File: config.mk
export PLATFORM = sky130hd
export DESIGN_NAME = cluster_priority_encoder
export DESIGN_NICKNAME = d
export VERILOG_FILES = /design/src/rtl/cluster_pkg.sv /design/src/rtl/cluster_segment_encoder.sv /design/src/rtl/cluster_priority_encoder.sv
export SDC_FILE = /design/constraint.sdc
export NUM_CORES = 2
export LEC_CHECK = 0
export ABC_AREA = 1
export BUFFER_PORTS_ARGS = -buffer_cell sky130_fd_sc_hd__buf_2
export CAP_MARGIN = 25
export CORE_AREA = 2 2 649 651
export DETAILED_ROUTE_END_ITERATION = 10
export DIE_AREA = 0 0 651 653
export PLACE_DENSITY = 0.35
export SLEW_MARGIN = 20
export SYNTH_ARGS = -nofsm -noshare
export SYNTH_HDL_FRONTEND = slang
export SYNTH_SLANG_ARGS = --single-unit
File: constraint.sdc
create_clock -name clock -period 3.2 [get_ports clock]
set_clock_uncertainty 0.15 [all_clocks]
set_input_delay 0.64 -clock clock [delete_from_list [all_inputs] [get_ports clock]]
set_output_delay 0.64 -clock clock [all_outputs]
set_load 0.01 [all_outputs]
File: src/rtl/cluster_pkg.sv
// rtl/cluster_pkg.sv - shared sizes, address type and state enum for the cluster priority encoder
package cluster_pkg;

  localparam int MXSBITS    = 1536;
  localparam int MXSEGS     = 24;
  localparam int SEGSIZE    = MXSBITS / MXSEGS;
  localparam int MXCLUSTERS = 8;
  localparam int ADRB       = 11;
  localparam int SEGB       = 5;
  localparam int OFFB       = 6;

  typedef logic [ADRB-1:0] cluster_adr_t;

  localparam cluster_adr_t INVALID_ADR = 11'h7FF;

  typedef enum logic {IDLE, COLLECT} state_t;

  // SEGSIZE is 64, so segment*64 + offset is a plain concatenation
  function automatic cluster_adr_t seg_adr(input logic [SEGB-1:0] idx, input logic [OFFB-1:0] off);
    return {idx, off};
  endfunction

endpackage

File: src/rtl/cluster_segment_encoder.sv
// rtl/cluster_segment_encoder.sv - registered any/lowest-set-bit offset for one 64-bit segment
module cluster_segment_encoder
  import cluster_pkg::*;
(
  input  logic               clock,
  input  logic               reset_n,
  input  logic [SEGSIZE-1:0] seg_bits,
  output logic               any,
  output logic [OFFB-1:0]    off
);

  logic [OFFB-1:0] off_c;

  always_comb begin
    off_c = '0;
    for (int i = SEGSIZE - 1; i >= 0; i--) begin
      if (seg_bits[i]) off_c = OFFB'(i);
    end
  end

  always_ff @(posedge clock or negedge reset_n) begin
    if (!reset_n) begin
      any <= 1'b0;
      off <= '0;
    end else begin
      any <= |seg_bits;
      off <= off_c;
    end
  end

endmodule

File: src/rtl/cluster_priority_encoder.sv
// rtl/cluster_priority_encoder.sv - 3-stage LSB priority encoder with per-frame cluster list
// Optional address-order checker: CLUSTER_ORDER_CHECK_EN
module cluster_priority_encoder
  import cluster_pkg::*;
(
  input  logic                       clock,
  input  logic                       global_reset_n,
  input  logic                       frame_start,
  input  logic [MXSBITS-1:0]         vpfs_in,
  output logic [ADRB-1:0]            adr_out,
  output logic                       adr_valid,
  output logic [MXCLUSTERS*ADRB-1:0] clusters_out,
  output logic [3:0]                 cluster_cnt,
  output logic                       overflow,
  output logic                       clusters_valid,
  output logic                       order_err
);

  logic                seg_any [MXSEGS];
  logic [OFFB-1:0]     seg_off [MXSEGS];
  logic [SEGB-1:0]     sel_idx;
  logic [OFFB-1:0]     sel_off;
  logic                sel_any;
  logic [SEGB-1:0]     s2_idx;
  logic [OFFB-1:0]     s2_off;
  logic                s2_any;
  logic [2:0]          fs_pipe;
  logic                fs3;
  state_t              state, state_next;
  logic                emit;
  cluster_adr_t        acc [MXCLUSTERS];
  logic [3:0]          cnt;
  logic                ovf_acc;

  for (genvar s = 0; s < MXSEGS; s++) begin : g_seg
    cluster_segment_encoder u_seg (
      .clock    (clock),
      .reset_n  (global_reset_n),
      .seg_bits (vpfs_in[s*SEGSIZE +: SEGSIZE]),
      .any      (seg_any[s]),
      .off      (seg_off[s])
    );
  end

  always_comb begin
    sel_idx = '0;
    sel_off = '0;
    sel_any = 1'b0;
    for (int s = MXSEGS - 1; s >= 0; s--) begin
      if (seg_any[s]) begin
        sel_idx = SEGB'(s);
        sel_off = seg_off[s];
        sel_any = 1'b1;
      end
    end
  end

  always_ff @(posedge clock or negedge global_reset_n) begin
    if (!global_reset_n) begin
      s2_idx    <= '0;
      s2_off    <= '0;
      s2_any    <= 1'b0;
      adr_out   <= INVALID_ADR;
      adr_valid <= 1'b0;
      fs_pipe   <= '0;
    end else begin
      s2_idx    <= sel_idx;
      s2_off    <= sel_off;
      s2_any    <= sel_any;
      adr_out   <= s2_any ? seg_adr(s2_idx, s2_off) : INVALID_ADR;
      adr_valid <= s2_any;
      fs_pipe   <= {fs_pipe[1:0], frame_start};
    end
  end

  assign fs3 = fs_pipe[2];

  always_ff @(posedge clock or negedge global_reset_n) begin
    if (!global_reset_n) state <= IDLE;
    else                 state <= state_next;
  end

  always_comb begin
    state_next = state;
    emit       = 1'b0;
    case (state)
      IDLE:    if (fs3) state_next = COLLECT;
      COLLECT: emit = fs3;
      default: state_next = IDLE;
    endcase
  end

  // A cluster arriving with fs3 opens the new frame rather than closing the old one
  always_ff @(posedge clock or negedge global_reset_n) begin
    if (!global_reset_n) begin
      for (int i = 0; i < MXCLUSTERS; i++) acc[i] <= INVALID_ADR;
      cnt     <= '0;
      ovf_acc <= 1'b0;
    end else if (fs3) begin
      for (int i = 0; i < MXCLUSTERS; i++) acc[i] <= INVALID_ADR;
      if (adr_valid) acc[0] <= adr_out;
      cnt     <= adr_valid ? 4'd1 : 4'd0;
      ovf_acc <= 1'b0;
    end else if (state == COLLECT && adr_valid) begin
      if (cnt == 4'(MXCLUSTERS)) begin
        ovf_acc <= 1'b1;
      end else begin
        acc[cnt[2:0]] <= adr_out;
        cnt           <= cnt + 4'd1;
      end
    end
  end

  always_ff @(posedge clock or negedge global_reset_n) begin
    if (!global_reset_n) begin
      clusters_out   <= {MXCLUSTERS{INVALID_ADR}};
      cluster_cnt    <= '0;
      overflow       <= 1'b0;
      clusters_valid <= 1'b0;
    end else begin
      clusters_valid <= emit;
      if (emit) begin
        for (int i = 0; i < MXCLUSTERS; i++) clusters_out[i*ADRB +: ADRB] <= acc[i];
        cluster_cnt <= cnt;
        overflow    <= ovf_acc;
      end
    end
  end

`ifdef CLUSTER_ORDER_CHECK_EN
  cluster_adr_t prev_adr;
  logic         have_prev;

  always_ff @(posedge clock or negedge global_reset_n) begin
    if (!global_reset_n) begin
      prev_adr  <= INVALID_ADR;
      have_prev <= 1'b0;
      order_err <= 1'b0;
    end else if (fs3) begin
      prev_adr  <= adr_out;
      have_prev <= adr_valid;
    end else if (state == COLLECT && adr_valid) begin
      if (have_prev && adr_out <= prev_adr) order_err <= 1'b1;
      prev_adr  <= adr_out;
      have_prev <= 1'b1;
    end
  end
`else
  assign order_err = 1'b0;
`endif

endmodule

==> impl_metrics.toml <==
[setup_path]
worst_setup_path_end_kind = "flop"
crit_top_cell = "nand2_1"
crit_required_ns = 3.63
cp-startpoint = "vpfs_in[1087]"
r2r_start = "g_seg[23].u_seg.any"
crit_arrival_ns = 4.31
reg2regPathDepth = 22
cp_num_buf_inv = 1
start_kind = "primary input"
crit_family = "simple AND/OR/NAND/NOR gates"
r2r-end = "s2_off[0]"
crit_type = "in2reg"
slowest_delay_ns = 0.12
ff2ff_setup_slack_ns = -0.31
critPathMaxFanout = 2
cp_slowest_cell = "buf_2"

[cts]
cts.reportedPaths.clkPinSlew_ns = 0.06
cts_max_path_buffers = 3
cts_buffers = 55
insertion_delay_ns = 0.71
cts_tree = "built"
cts-root-buf = "clkbuf_16"
ctsHtreeMaxLevel = 2
cts.sinks = 383

[timing]
hold_violations = 0
maxSlewHeadroom_pct = 34.32
setup_ws_ns = -0.6774
worst_pin_slew_ns = 0.9816
max_freq_ghz = 0.2579
period_share_pct = 121.2
min_period_ns = 3.877
finalSetupViolCount = 29
grt_setup_unrepaired = "yes"
slew_violations = 0

[synthesis]
yosys.area_share.simple_pct = 42.14
synth_area_um2 = 37980
syn_area_per_cell_um2 = 5.576
yosysTopAreaCell = "nand2_1"
synth_warnings = 0
ys_types = 40
synthCells = 6811
synthTopCellsByArea = "nand2_1, inv_1, dfstp_2"
async_reset_ff_share_pct = 100.0
synthXorXnorAreaFrac_pct = 0.02306
synth-edff-count = 0
yosys-mux-area-fraction_pct = 0
ys_seq_area_share_pct = 25.85
synthAdderAreaFrac_pct = 0.06588
synth_flop_cell = "dfrtp_1"
synth_top_family_by_area = "simple AND/OR/NAND/NOR gates"
yosys.area.top_type_share_pct = 26.94
synth_compound_area_share_pct = 8.908
synth_nets = 8352
ys_ff_latch = 383

[placed_design]
dp_hpwl_um = 243300
gp_congestion = 0.9359
io_buffers = 1644
placed_area_um2 = 57540

[worst_hold_path]
holdPathEnd = "g_seg[1].u_seg.off[1]"
hold_path_class = "in2reg"
worstHoldStart = "vpfs_in[65]"
holdPathStages = 2

[routing]
wl_per_cell_um = 17.96
drt-pass1-iter-count = 5
drt_iter0_markers = 2116
viasPerCell = 3.186
routed_wl_um = 264900
postRouteAntennaNets = 0
drc = 0
vias = 46976

[status]
status = "finished with violations"
violations = "setup timing"

[global_route]
grt_pass1_vias = 46650
grt_usage_pct = 11.99
overflow = 0
grt_max_degree = 134
grt_pass1_wl_um = 356900
antenna_found_initial = 213

[pwr]
cellPowerDensity_nw_per_um2 = 280.8
vdd_ir_drop_max_uv = 407.3
p_leak_uw = 0.03372
power_uw = 17170

[final_layout]
num-nets-final = 10604
drive_gt1_share_pct = 32.34
nFillCells = 49300
area_growth_pct = 61.01
post-route-cell-area_um2 = 61150

[floorplan]
die-area_um2 = 425100
start_util_pct = 9.078
die_h_um = 653
design.core.area_um2 = 418400
ios = 1646
dieWidth_um = 651
rows = 238

[flow_run]
max-cap-violations = 0
## where the power goes
group | total [uW] | internal (uW) | switching, uW
Clock | 6470 | 3730 | 2750
Sequential | 5560 | 5370 | 194
Combinational | 5130 | 2370 | 2760
Total | 17200 | 11500 | 5710
## synthesized netlist by cell type (2+ instances only)
cell and number:
o221a_2 4, bufinv_8 161, o211ai_1 16, nand3_1 98
dfstp_2 187, a22oi_1 4, a311oi_1 23, o41ai_1 3
a221o_1 7, o31ai_1 22, inv_1 1449, a21boi_0 11
nor4_1 59, a21oi_1 147, o22ai_1 6, inv_2 74
clkbuf_1 48, a21oi_2 24, nand2_1 2726, a41oi_1 5
buf_1 2, o311ai_0 15, o2111ai_1 3, o21ai_0 131
nand4_1 23, o21bai_1 24, o221ai_1 3, ha_1 2
a31oi_1 58, nor2_1 1170, nor3_1 73, a211oi_1 29
dfrtp_1 196, o21a_1 2
## worst register-to-register path, delay by kind of cell, from the launching register on
kind	cells	cell delay, ns
AO/OA/AOI/OAI	9	1.23
flip-flops	1	0.46
AND/OR/NAND/NOR	8	0.82
buffers and inverters	5	0.70
## cell usage in the layout, fill, tap and decap left out, drive strengths merged, types with 29 or more instances in the layout
| cell | n |
|---|---|
| a211oi | 29 |
| a21oi | 171 |
| a31oi | 58 |
| buf | 2196 |
| bufinv | 163 |
| clkbuf | 81 |
| dfrtp | 196 |
| dfstp | 187 |
| diode | 116 |
| dlygate4sd3 | 48 |
| inv | 1527 |
| nand2 | 2726 |
| nand3 | 98 |
| nor2 | 1170 |
| nor3 | 73 |
| nor4 | 59 |
| o21ai | 131 |
## kinds of logic (layout without fill, tap and decap cells)
family,count (synthesis),in the layout
flip-flops,383,383
buffers and inverters,1736,4034
AND/OR/NAND/NOR,4151,4151
adder cells (fa/ha/maj),2,2
AO/OA/AOI/OAI,537,537
XOR/XNOR,1,1
other,1,117
## timing repair
action | in CTS | in global routing
hold buffers | 49 | 0
setup endpoints to repair | 31 | 39
gates resized for setup | 179 | 117
buffers inserted | 10 | 5
endpoints found under the hold margin | 50 | 0
pin swaps | 69 | 94
## metal layers
layer  vias to the layer above  track usage (%)  part of all wire [%]
li1                      24627                -                     -
met1                     20526            13.10                    39
met2                      1278            22.81                    52
met3                       431            3.062                   6.3
met4                       114            2.920                   2.6
met5                         -                0                  0.29
## final cells by class
class / instances / area, um^2 / area share, %
clock inverters: 24 / 267.8 / 0.4379
multi-input cells: 4692 / 20350 / 33.28
flip-flops and latches: 383 / 9821 / 16.06
inverters: 1685 / 8541 / 13.97
repair buffers: 2246 / 13350 / 21.83
diodes: 116 / 290.3 / 0.4747
clock buffers: 79 / 1628 / 2.662
well taps: 5520 / 6907 / 11.29
## sequential cells by signal, indices dropped and copies added (netlist names), 3 cells and up
register and flops:
g_seg.u_seg.off 144, s2_idx 5, fs_pipe 3, cnt 4, g_seg.u_seg.any 24, cluster_cnt 4, clusters_out 88, acc 88
s2_off 6, adr_out 11
## worst max-delay path by stage
stage | to | cells past startpoint | slack [ns]
2_1_floorplan | g_seg[12].u_seg.off[0] | 63 | -0.33
3_3_place_gp | g_seg[16].u_seg.off[0] | 67 | -2.68
6_report | g_seg[16].u_seg.off[0] | 63 | -0.68
4_1_cts | g_seg[16].u_seg.off[0] | 64 | -0.86
5_1_grt | g_seg[5].u_seg.off[0] | 65 | -1.14
3_5_place_dp | g_seg[16].u_seg.off[0] | 65 | -2.18
## stage by stage
| step | setup TNS [ns] | std cells | hold WS (ns) | utilization, % | worst slack, ns |
|---|---|---|---|---|---|
| after floorplan | -7.999 | 6811 | 0.1812 | - | -0.3333 |
| after global placement | -43.73 | 14470 | 0.1894 | 13.75 | -2.684 |
| after detailed placement | -42.19 | 14472 | 0.2024 | 13.75 | -2.185 |
| after CTS | -10.95 | 14628 | 0.001419 | 14.46 | -0.8621 |
| after global routing | -25.98 | 14666 | 0.02122 | 14.57 | -1.142 |
| final | -10.53 | 14745 | 0.06690 | 14.62 | -0.6774 |
No activity file was read; power rests on OpenSTA's default activity.
